$ cat config.mk
export PLATFORM = sky130hd
export DESIGN_NAME = uart_text_console_flat
export DESIGN_NICKNAME = d
export VERILOG_FILES = /design/src/rtl/uart_text_console_if.sv /design/src/rtl/uart_text_console.sv /design/src/flat_wrapper.sv
export SDC_FILE = /design/constraint.sdc
export NUM_CORES = 1
export LEC_CHECK = 0
export BUFFER_PORTS_ARGS = -buffer_cell sky130_fd_sc_hd__buf_4
export CAP_MARGIN = 20
export CELL_PAD_IN_SITES_DETAIL_PLACEMENT = 0
export CELL_PAD_IN_SITES_GLOBAL_PLACEMENT = 1
export CORE_AREA = 8 8 152 154
export DETAILED_ROUTE_END_ITERATION = 8
export DIE_AREA = 0 0 160 162
export MAX_ROUTING_LAYER = met4
export PLACE_DENSITY = 0.66
export SETUP_SLACK_MARGIN = 0.1
export SLEW_MARGIN = 20
export SYNTH_ARGS = -nofsm -noshare
export SYNTH_HDL_FRONTEND = slang
export SYNTH_SLANG_ARGS = --single-unit
$ cat constraint.sdc
create_clock -name clk -period 3.15 [get_ports clk]
set_input_delay 0.1575 -clock clk [delete_from_list [all_inputs] [get_ports clk]]
set_output_delay 0.1575 -clock clk [all_outputs]
set_load 0.005 [all_outputs]
$ cat src/rtl/uart_text_console_if.sv
// Console bus: UART byte input, character-writer request/response, FIFO status.
// master = the console, slave = its environment (UART receiver + character writer).
interface uart_text_console_if;
   logic [7:0]  rx_data;
   logic        rx_valid;
   logic [6:0]  ascii_out;
   logic [11:0] color_out;
   logic [6:0]  text_x;
   logic [4:0]  text_y;
   logic        write_char;
   logic        char_busy;
   logic        char_done;
   logic        fifo_full;
   logic        overflow;

   modport master (
      input  rx_data, rx_valid, char_busy, char_done,
      output ascii_out, color_out, text_x, text_y, write_char, fifo_full, overflow
   );

   modport slave (
      output rx_data, rx_valid, char_busy, char_done,
      input  ascii_out, color_out, text_x, text_y, write_char, fifo_full, overflow
   );
endinterface

$ cat src/rtl/uart_text_console.sv
// Text console front end: buffers UART bytes, decodes CR/LF/BS, tracks the cursor and
// issues one character write at a time to the VRAM writer.
module uart_text_console #(
   parameter int unsigned TEXT_COLS     = 106,
   parameter int unsigned TEXT_ROWS     = 30,
   parameter int unsigned FIFO_DEPTH    = 16,
   parameter logic [11:0] DEFAULT_COLOR = 12'hFFF
) (
   input logic                 clk,
   input logic                 rst,
   uart_text_console_if.master bus
);

   localparam int unsigned AW = (FIFO_DEPTH > 1) ? $clog2(FIFO_DEPTH) : 1;
   localparam int unsigned CW = AW + 1;

   typedef enum logic [1:0] {StIdle, StDecode, StIssue, StWait} state_e;

   state_e          r_state, w_state_next;
   logic [7:0]      r_mem [FIFO_DEPTH];
   logic [AW-1:0]   r_wr_ptr, r_rd_ptr;
   logic [CW-1:0]   r_count;
   logic [7:0]      r_cur_byte;
   logic [6:0]      r_cursor_x, r_text_x, r_ascii;
   logic [4:0]      r_cursor_y, r_text_y;
   logic            r_erase;

   logic            w_full, w_empty, w_push, w_pop;
   logic            w_printable, w_bs_erase;
   logic [4:0]      w_y_inc;

   // Full uses the pre-cycle count, so a push on a full FIFO drops even with a pop.
   assign w_full      = (r_count == CW'(FIFO_DEPTH));
   assign w_empty     = (r_count == '0);
   assign w_push      = bus.rx_valid && !w_full;
   assign w_printable = (r_cur_byte >= 8'h20) && (r_cur_byte <= 8'h7E);
   assign w_bs_erase  = (r_cur_byte == 8'h08) && (r_cursor_x != '0);
   assign w_y_inc     = (r_cursor_y == 5'(TEXT_ROWS - 1)) ? 5'd0 : r_cursor_y + 5'd1;

   always_ff @(posedge clk) begin
      if (rst) begin
         r_wr_ptr <= '0;
         r_rd_ptr <= '0;
         r_count  <= '0;
      end else begin
         if (w_push) begin
            r_mem[r_wr_ptr] <= bus.rx_data;
            r_wr_ptr        <= r_wr_ptr + AW'(1);
         end
         if (w_pop) r_rd_ptr <= r_rd_ptr + AW'(1);
         unique case ({w_push, w_pop})
            2'b10:   r_count <= r_count + CW'(1);
            2'b01:   r_count <= r_count - CW'(1);
            default: ;
         endcase
      end
   end

   always_ff @(posedge clk) begin
      if (rst) r_state <= StIdle;
      else     r_state <= w_state_next;
   end

   always_comb begin
      w_state_next = r_state;
      unique case (r_state)
         StIdle:   if (!w_empty) w_state_next = StDecode;
         StDecode: w_state_next = (w_printable || w_bs_erase) ? StIssue : StIdle;
         StIssue:  w_state_next = StWait;
         StWait:   if (bus.char_done) w_state_next = StIdle;
         default:  w_state_next = StIdle;
      endcase
   end

   always_comb begin
      w_pop          = (r_state == StIdle) && !w_empty;
      bus.write_char = (r_state == StIssue);
   end

   always_ff @(posedge clk) begin
      if (rst) begin
         r_cur_byte <= '0;
         r_cursor_x <= '0;
         r_cursor_y <= '0;
         r_text_x   <= '0;
         r_text_y   <= '0;
         r_ascii    <= '0;
         r_erase    <= 1'b0;
      end else begin
         unique case (r_state)
            StIdle: if (w_pop) r_cur_byte <= r_mem[r_rd_ptr];
            StDecode: begin
               if (r_cur_byte == 8'h0D) begin
                  r_cursor_x <= '0;
               end else if (r_cur_byte == 8'h0A) begin
                  r_cursor_y <= w_y_inc;
               end else if (w_bs_erase) begin
                  r_cursor_x <= r_cursor_x - 7'd1;
                  r_text_x   <= r_cursor_x - 7'd1;
                  r_text_y   <= r_cursor_y;
                  r_ascii    <= 7'h20;
                  r_erase    <= 1'b1;
               end else if (w_printable) begin
                  r_text_x   <= r_cursor_x;
                  r_text_y   <= r_cursor_y;
                  r_ascii    <= r_cur_byte[6:0];
                  r_erase    <= 1'b0;
               end
            end
            StWait: begin
               // Erase writes leave the cursor on the blanked cell.
               if (bus.char_done && !r_erase) begin
                  if (r_cursor_x < 7'(TEXT_COLS - 1)) begin
                     r_cursor_x <= r_cursor_x + 7'd1;
                  end else begin
                     r_cursor_x <= '0;
                     r_cursor_y <= w_y_inc;
                  end
               end
            end
            default: ;
         endcase
      end
   end

   assign bus.ascii_out = r_ascii;
   assign bus.color_out = DEFAULT_COLOR;
   assign bus.text_x    = r_text_x;
   assign bus.text_y    = r_text_y;
   assign bus.fifo_full = w_full;
   assign bus.overflow  = bus.rx_valid && w_full;

endmodule

$ cat src/flat_wrapper.sv
// flat-port wrapper written by rule: the top's interface ports become plain ports
module uart_text_console_flat 
#(
   parameter int unsigned TEXT_COLS     = 106,
   parameter int unsigned TEXT_ROWS     = 30,
   parameter int unsigned FIFO_DEPTH    = 16,
   parameter logic [11:0] DEFAULT_COLOR = 12'hFFF
)
  (clk, rst, bus_rx_data, bus_rx_valid, bus_char_busy, bus_char_done, bus_ascii_out, bus_color_out, bus_text_x, bus_text_y, bus_write_char, bus_fifo_full, bus_overflow);
  uart_text_console_if bus_i ();
  input logic clk;
  input logic rst;
  input wire logic [$bits(bus_i.rx_data)-1:0] bus_rx_data;
  input wire logic [$bits(bus_i.rx_valid)-1:0] bus_rx_valid;
  input wire logic [$bits(bus_i.char_busy)-1:0] bus_char_busy;
  input wire logic [$bits(bus_i.char_done)-1:0] bus_char_done;
  output wire logic [$bits(bus_i.ascii_out)-1:0] bus_ascii_out;
  output wire logic [$bits(bus_i.color_out)-1:0] bus_color_out;
  output wire logic [$bits(bus_i.text_x)-1:0] bus_text_x;
  output wire logic [$bits(bus_i.text_y)-1:0] bus_text_y;
  output wire logic [$bits(bus_i.write_char)-1:0] bus_write_char;
  output wire logic [$bits(bus_i.fifo_full)-1:0] bus_fifo_full;
  output wire logic [$bits(bus_i.overflow)-1:0] bus_overflow;
  assign bus_i.rx_data = bus_rx_data;
  assign bus_i.rx_valid = bus_rx_valid;
  assign bus_i.char_busy = bus_char_busy;
  assign bus_i.char_done = bus_char_done;
  assign bus_ascii_out = bus_i.ascii_out;
  assign bus_color_out = bus_i.color_out;
  assign bus_text_x = bus_i.text_x;
  assign bus_text_y = bus_i.text_y;
  assign bus_write_char = bus_i.write_char;
  assign bus_fifo_full = bus_i.fifo_full;
  assign bus_overflow = bus_i.overflow;
  uart_text_console #(.TEXT_COLS(TEXT_COLS), .TEXT_ROWS(TEXT_ROWS), .FIFO_DEPTH(FIFO_DEPTH), .DEFAULT_COLOR(DEFAULT_COLOR)) u_core (.clk(clk), .rst(rst), .bus(bus_i));
endmodule
Word-level counts from Yosys, hierarchy flattened

Memory sizes are Yosys's and may differ from the RTL's. A register that Yosys moved wholly into a read port is not among the register bits.
Cells that the tools add are included.

Add/sub/neg operators: 7
$mul: 0
Divide/modulo/power cells: 0
$lt $le $gt $ge: 3
Equal/unequal tests: 18
Shifts and indexed selects: 0
Mux-type cells: 28
Bitwise logic cells: 2
Reduce and logical (&&, ||, !) cells: 21

Operator list:

| kind                  | count |
|---|---|
| $mux W7               | 9 |
| $mux W5               | 7 |
| $eq A8 B4 Y1 const B  | 3 |
| $pmux W5 S2           | 2 |
| $pmux W7 S2           | 1 |
| $add A5 B1 Y5 const B | 2 |
| $eq A5 B5 Y1 const B  | 2 |
| $add A4 B1 Y4 const B | 2 |
| $ge A8 B6 Y1 const B  | 1 |
| $le A8 B7 Y1 const B  | 1 |
| $ne A2 B2 Y1 const B  | 4 |
| $pmux W2 S4           | 1 |
| $reduce_and A4 Y1     | 2 |
| $add A7 B1 Y7 const B | 1 |
| $lt A7 B7 Y1 const B  | 1 |
| $reduce_bool A7 Y1    | 1 |
| $sub A7 B1 Y7 const B | 1 |
| $eq A2 B2 Y1 const B  | 3 |
| $logic_and A1 B1 Y1   | 6 |
| $mux W2               | 3 |
| $reduce_bool A2 Y1    | 3 |
| $logic_not A5 Y1      | 1 |
| $mux W1               | 5 |
| $reduce_and A5 Y1     | 1 |
| 10 further kinds      | 16 |

Register bits after elaboration: 47
Latch bits: 0
RAM bits: 128
Bits in read-only memories: 0
Bits of input ports: 13
Output and inout port bits: 34
Word-level logic and storage cells: 90
Memories kept: 1

Memories:

| memory       | words | width | rd ports | clocked after memory_dff | wr ports | line                    | text |
|---|---|---|---|---|---|---|---|
| u_core.r_mem | 16    | 8     | 1        | 1                        | 1        | uart_text_console.sv:20 | `logic [7:0] r_mem [FIFO_DEPTH];` |

Depth between registers and ports, before layout

Depth in word-level cells: 6
Gate-level depth with buffers: 13
Depth with buffers taken out: 11

Worst setup path after synthesis

Ideal clock, no wire load.

Path kind: register -> register
Start point: register u_core.r_count[2]
End point: register u_core.r_count[4]
Library setup time: 0.121 ns
Arrival: 2.954 ns
Required time: 3.029 ns
Slack: 0.076 ns
Stages on the path, launching flop included: 13
Path buffers: 3
Clock period less this slack: 3.074 ns
Cells stage by stage: dfxtp_1 > clkbuf_1 > nor4_1 > a211oi_1 > buf_2 > ha_1 > clkbuf_1 > xor2_1 > ha_1 > a21oi_1 > a32oi_1 > a21oi_1 > mux2_2

Word-level cells in the longest chain between the ends: 5
Elaborated cells between the ends (all ways): 12
Those cells by class: 2 x add/sub; 3 x eq/ne; 1 x mux; 6 x reduce/logical

RTL lines:

| element                                           | line                    | text |
|---|---|---|
| start, declared                                   | uart_text_console.sv:22 | `logic [CW-1:0] r_count;` |
| start signal, assigned                            | uart_text_console.sv:52 | `2'b10: r_count <= r_count + CW'(1);` |
| start signal, assigned                            | uart_text_console.sv:53 | `2'b01: r_count <= r_count - CW'(1);` |
| $logic_not A5 Y1 *                                | uart_text_console.sv:34 | `assign w_empty = (r_count == '0);` |
| $logic_not A1 Y1 *                                | n/a                     |  |
| $logic_and A1 B1 Y1 *                             | uart_text_console.sv:76 | `w_pop = (r_state == StIdle) && !w_empty;` |
| net u_core.w_pop                                  | uart_text_console.sv:28 | `logic w_full, w_empty, w_push, w_pop;` |
| $eq A2 B1 Y1 or $eq A2 B2 Y1 (tied branches)      | uart_text_console.sv:51 | `unique case ({w_push, w_pop})` |
| $pmux W5 S2 or $reduce_bool A2 Y1 (tied branches) | n/a                     |  |

Mark *: on every way through the listed nets, which the timed path passes. The rest lies on a longest branch.
A chain may end at the register's enable or synchronous reset.

Worst setup path after layout

Start point: register u_core.r_cursor_x[1]
End point: register u_core.r_ascii[5], in the netlist u_core.bus.ascii_out[5]

Word-level cells in the longest chain between the ends: 4
Elaborated cells between the ends (all ways): 5
Those cells by class: 1 x mux; 4 x reduce/logical

RTL lines:

| element                             | line                     | text |
|---|---|---|
| start, declared                     | uart_text_console.sv:24  | `logic [6:0] r_cursor_x, r_text_x, r_ascii;` |
| start signal, assigned              | uart_text_console.sv:98  | `r_cursor_x <= r_cursor_x - 7'd1;` |
| start signal, assigned              | uart_text_console.sv:114 | `r_cursor_x <= r_cursor_x + 7'd1;` |
| $reduce_bool A7 Y1 *                | uart_text_console.sv:37  | `assign w_bs_erase = (r_cur_byte == 8'h08) && (r_cursor_x != '0);` |
| $logic_and A1 B1 Y1 *               | uart_text_console.sv:37  |  |
| $reduce_bool A2 Y1 (no source line) | n/a                      |  |
| $reduce_and A4 Y1 (no source line)  | n/a                      |  |
| end signal, assigned                | uart_text_console.sv:106 | `r_ascii <= r_cur_byte[6:0];` |
| end, declared                       | uart_text_console.sv:24  |  |

Mark *: on every way between the ends. The rest lies on a longest branch, timed or not.

==> flow_summary.json <==
{
  "crit_family": "simple AND/OR/NAND/NOR gates",
  "hp-class": "input port to flip-flop",
  "route.detailed.drc": 0,
  "fin_crit_sh_pct": 85.59,
  "initial_core_util_pct": 39.14,
  "min_path_cells": 1,
  "grt_overflow": 0,
  "rsz0062_at_grt": "no",
  "grt_pass1_wl_microns": 26860,
  "synth_area_leaders": "edfxtp_1 (47%), dfxtp_1 (14%), mux4_2 (8.9%), nor2_1 (2.0%), a21oi_1 (1.9%)",
  "die_h_microns": 162,
  "required_ps": 3440,
  "leakagePower_nw": 3.087,
  "netlist_area_sq_um": 8098,
  "drive_gt1_share_pct": 24.31,
  "dp_slack_ps": 369.7,
  "hold_viol": 0,
  "antenna_found_initial": 0,
  "seq_area_frac_synth_pct": 61.06,
  "startpoint_type": "flip-flop",
  "outcome": "finished clean",
  "synthCells": 599,
  "place_area_sq_um": 8657,
  "grt_usage_pct": 13.57,
  "vias_per_cell": 5.262,
  "path_class": "flip-flop to flip-flop",
  "synth_ff_type": "edfxtp_1",
  "wl_per_cell_microns": 18.20,
  "clk-insertion-delay-late_ps": 430,
  "grt.met1_usage_pct": 16.01,
  "die_x_microns": 160,
  "p_clk_share_pct": 31.9,
  "num_rows": 53,
  "area_growth_pct": 14.80,
  "htree_levels": 4,
  "netlist.area_leader.share_pct": 47.47,
  "grt_pass1_vias": 4921,
  "fin_setup_tns_ps": 0,
  "syn_avg_cell_area_sq_um": 13.52,
  "synth_top_cell_by_area": "edfxtp_1",
  "switchingPower_w": 0.002297,
  "setup_viol": 0,
  "antenna_cells": 0,
  "cts_hold_buf": 0,
  "max_freq_ghz": 0.3709,
  "switching_share_pct": 32.95,
  "busiest_layer": "met2",
  "clk_pin_slew_ps": 80,
  "slowest_stage": "or3_1",
  "final_util_pct": 44.93,
  "drt-initial-drc-count": 274,
  "maxSlewViolCount": 0,
  "tightest_slew_ps": 786.1,
  "final.setup.worst_slack_ps": 453.9,
  "synth-async-reset-ratio_pct": 0,
  "die_area_sq_um": 25920,
  "cts.sinks": 183,
  "path_cells": "inv_1 > ha_1 > or3b_1 > or3_1 > a21o_1 > a21oi_1 > nor3_2",
  "drv_cap": 0,
  "coreArea_sq_um": 20690,
  "arrival_ps": 2980,
  "cts_buffer_depth": 2,
  "gp_congestion": 0.7849,
  "io_pins": 47,
  "met3_usage_pct": 3.467,
  "r2r_cells": 7,
  "grt_max_degree": 63,
  "ant_nets": 0,
  "numCtsBuffers": 17,
  "synth-edff-count": 128,
  "critPathMaxStageDelay_ps": 530,
  "relSlewSlack_pct": 47.59,
  "power.internal_w": 0.004674,
  "fin_area_sq_um": 9296,
  "power.total_w": 0.006971,
  "synth_seq_cells": 183,
  "clock-skew-final_ps": 13.44,
  "groute.layer.met2.usage_pct": 22.52,
  "irDropWorstVdd_mv": 0.3996,
  "final_nets": 662,
  "hpwl_microns": 11210,
  "cts_root_buf": "clkbuf_16",
  "seqPwrFrac_pct": 42.7,
  "cts_tree": "done",
  "endpoint_kind": "flip-flop",
  "firstDrtPassIters": 5,
  "pwr_density_cell_nw_per_um2": 749.8,
  "drt-total-wl_microns": 16830,
  "period_needed_ps": 2696,
  "critical_path_cell_count": 7,
  "io_buffers": 33,
  "vias": 4867,
  "yosysWarnings": 0,
  "cp_num_buf_inv": 1,
  "path_max_fanout": 19,
  "yosysUniqueCellTypes": 71,
  "power_frac_comb_pct": 25.4
}
[state kept, by name (all words and copies together) (netlist names), named ones only]
register	count
u_core.r_erase	1
u_core.r_state	1
u_core.bus.ascii_out	7
u_core.r_count	5
u_core.r_mem	128
u_core.r_cursor_x	7
u_core.bus.text_x	7
u_core.r_cursor_y	5
u_core.r_rd_ptr	4
u_core.bus.text_y	5
u_core.r_wr_ptr	4
u_core.r_cur_byte	8
[Yosys cell counts (all sizes together), types with 3 or more instances]
cell type	number
xor2	10
and3	3
or4	4
mux2i	4
nand2b	12
nor3	12
nand3	18
a21oi	41
nand3b	3
a22o	8
nor4	3
nor2b	8
mux4	32
a31oi	3
nand2	23
o22ai	8
nand4	4
inv	11
ha	12
clkbuf	19
dfxtp	55
or3	4
nor2	45
a221oi	8
a211oi	7
buf	36
and2	3
xnor2	5
o31ai	6
edfxtp	128
o21ai	26
[stage by stage]
| step | instances | hold slack [ps] |
|---|---|---|
| 2_1_floorplan | 610 | 256.4 |
| 3_3_place_gp | 893 | 455.4 |
| 3_5_place_dp | 893 | 468.0 |
| 4_1_cts | 925 | 9.744 |
| 5_1_grt | 925 | 18.86 |
| 6_report | 925 | 20.61 |
[worst register-to-register path, cell delays in order, from the launching register on]
cell and delay [ps]:
dfxtp_1 400, inv_1 110, ha_1 200, or3b_1 480, or3_1 530, a21o_1 480, a21oi_1 290, nor3_2 60
[final timing paths]
check	from	end	slack, ps
setup / recovery	u_core.r_cursor_x[1]	u_core.bus.ascii_out[5]	450
hold / removal	bus_rx_data[2]	u_core.r_mem[1][2]	20
setup reg to reg	u_core.r_cursor_x[1]	u_core.bus.ascii_out[5]	450
hold reg to reg	u_core.bus.text_y[4]	u_core.bus.text_y[4]	480
[cells in the final DEF, fill, tap and decap left out, drive strengths merged, types with 4 or more instances in the layout]
| cell | netlist | routed |
|---|---|---|
| nor2 | 45 | 45 |
| inv | 11 | 18 |
| a211oi | 7 | 7 |
| o22ai | 8 | 8 |
| clkbuf | 19 | 17 |
| nand2b | 12 | 12 |
| or3 | 4 | 4 |
| nor2b | 8 | 8 |
| mux2i | 4 | 4 |
| buf | 36 | 63 |
| or4 | 4 | 4 |
| nor3 | 12 | 12 |
| nand3 | 18 | 18 |
| xor2 | 10 | 10 |
| xnor2 | 5 | 5 |
| mux4 | 32 | 32 |
| clkinv | 0 | 6 |
| o21ai | 26 | 26 |
| dfxtp | 55 | 55 |
| edfxtp | 128 | 128 |
| o31ai | 6 | 6 |
| a21oi | 41 | 41 |
| conb | 1 | 12 |
| nand4 | 4 | 4 |
| nand2 | 23 | 23 |
| a221oi | 8 | 8 |
| a22o | 8 | 8 |
| ha | 12 | 12 |
[power by group through the flow]
stage                     logic (W)  registers (W)  clock network [W]
final                       0.00177        0.00298            0.00223
after global routing        0.00195        0.00301            0.00236
after CTS                   0.00179        0.00298            0.00228
after detailed placement    0.00178        0.00303                  0
after global placement      0.00175        0.00302                  0
after floorplan             0.00147        0.00289                  0
[per-layer routing]
layer / routed length, microns / vias to the layer above
met3: 718 / 14
met4: 222 / 0
met5: 0 / -
met1: 7403 / 2398
met2: 8490 / 101
li1: - / 2354
[what timing repair did]
item,4_1_cts,5_1_grt
gates resized for setup,0,1
setup endpoints to repair,0,1
setup buffers,0,0
[cell families (layout without fill, tap and decap cells)]
| logic type | Yosys count | after routing | share of synthesized area [%] |
|---|---|---|---|
| AO/OA/AOI/OAI | 130 | 130 | 10.92 |
| XOR/XNOR | 15 | 15 | 1.622 |
| adder cells (fa/ha/maj) | 12 | 12 | 1.854 |
| buffers and inverters | 66 | 106 | 4.280 |
| flip-flops | 183 | 183 | 61.06 |
| multiplexers | 38 | 38 | 9.672 |
| other | 1 | 12 | 0.04631 |
| AND/OR/NAND/NOR | 154 | 154 | 10.54 |
[final cells by class]
cell class | instances | area [sq um]
Timing Repair Buffer | 63 | 473.0
Clock inverter | 15 | 214.0
Clock buffer | 17 | 425.4
Inverter | 11 | 41.29
Multi-Input combinational cell | 361 | 2853
Tap cell | 275 | 344.1
Fill cell | 1879 | 11390
Sequential cell | 183 | 4946
Power figures use the tool's default switching activity.
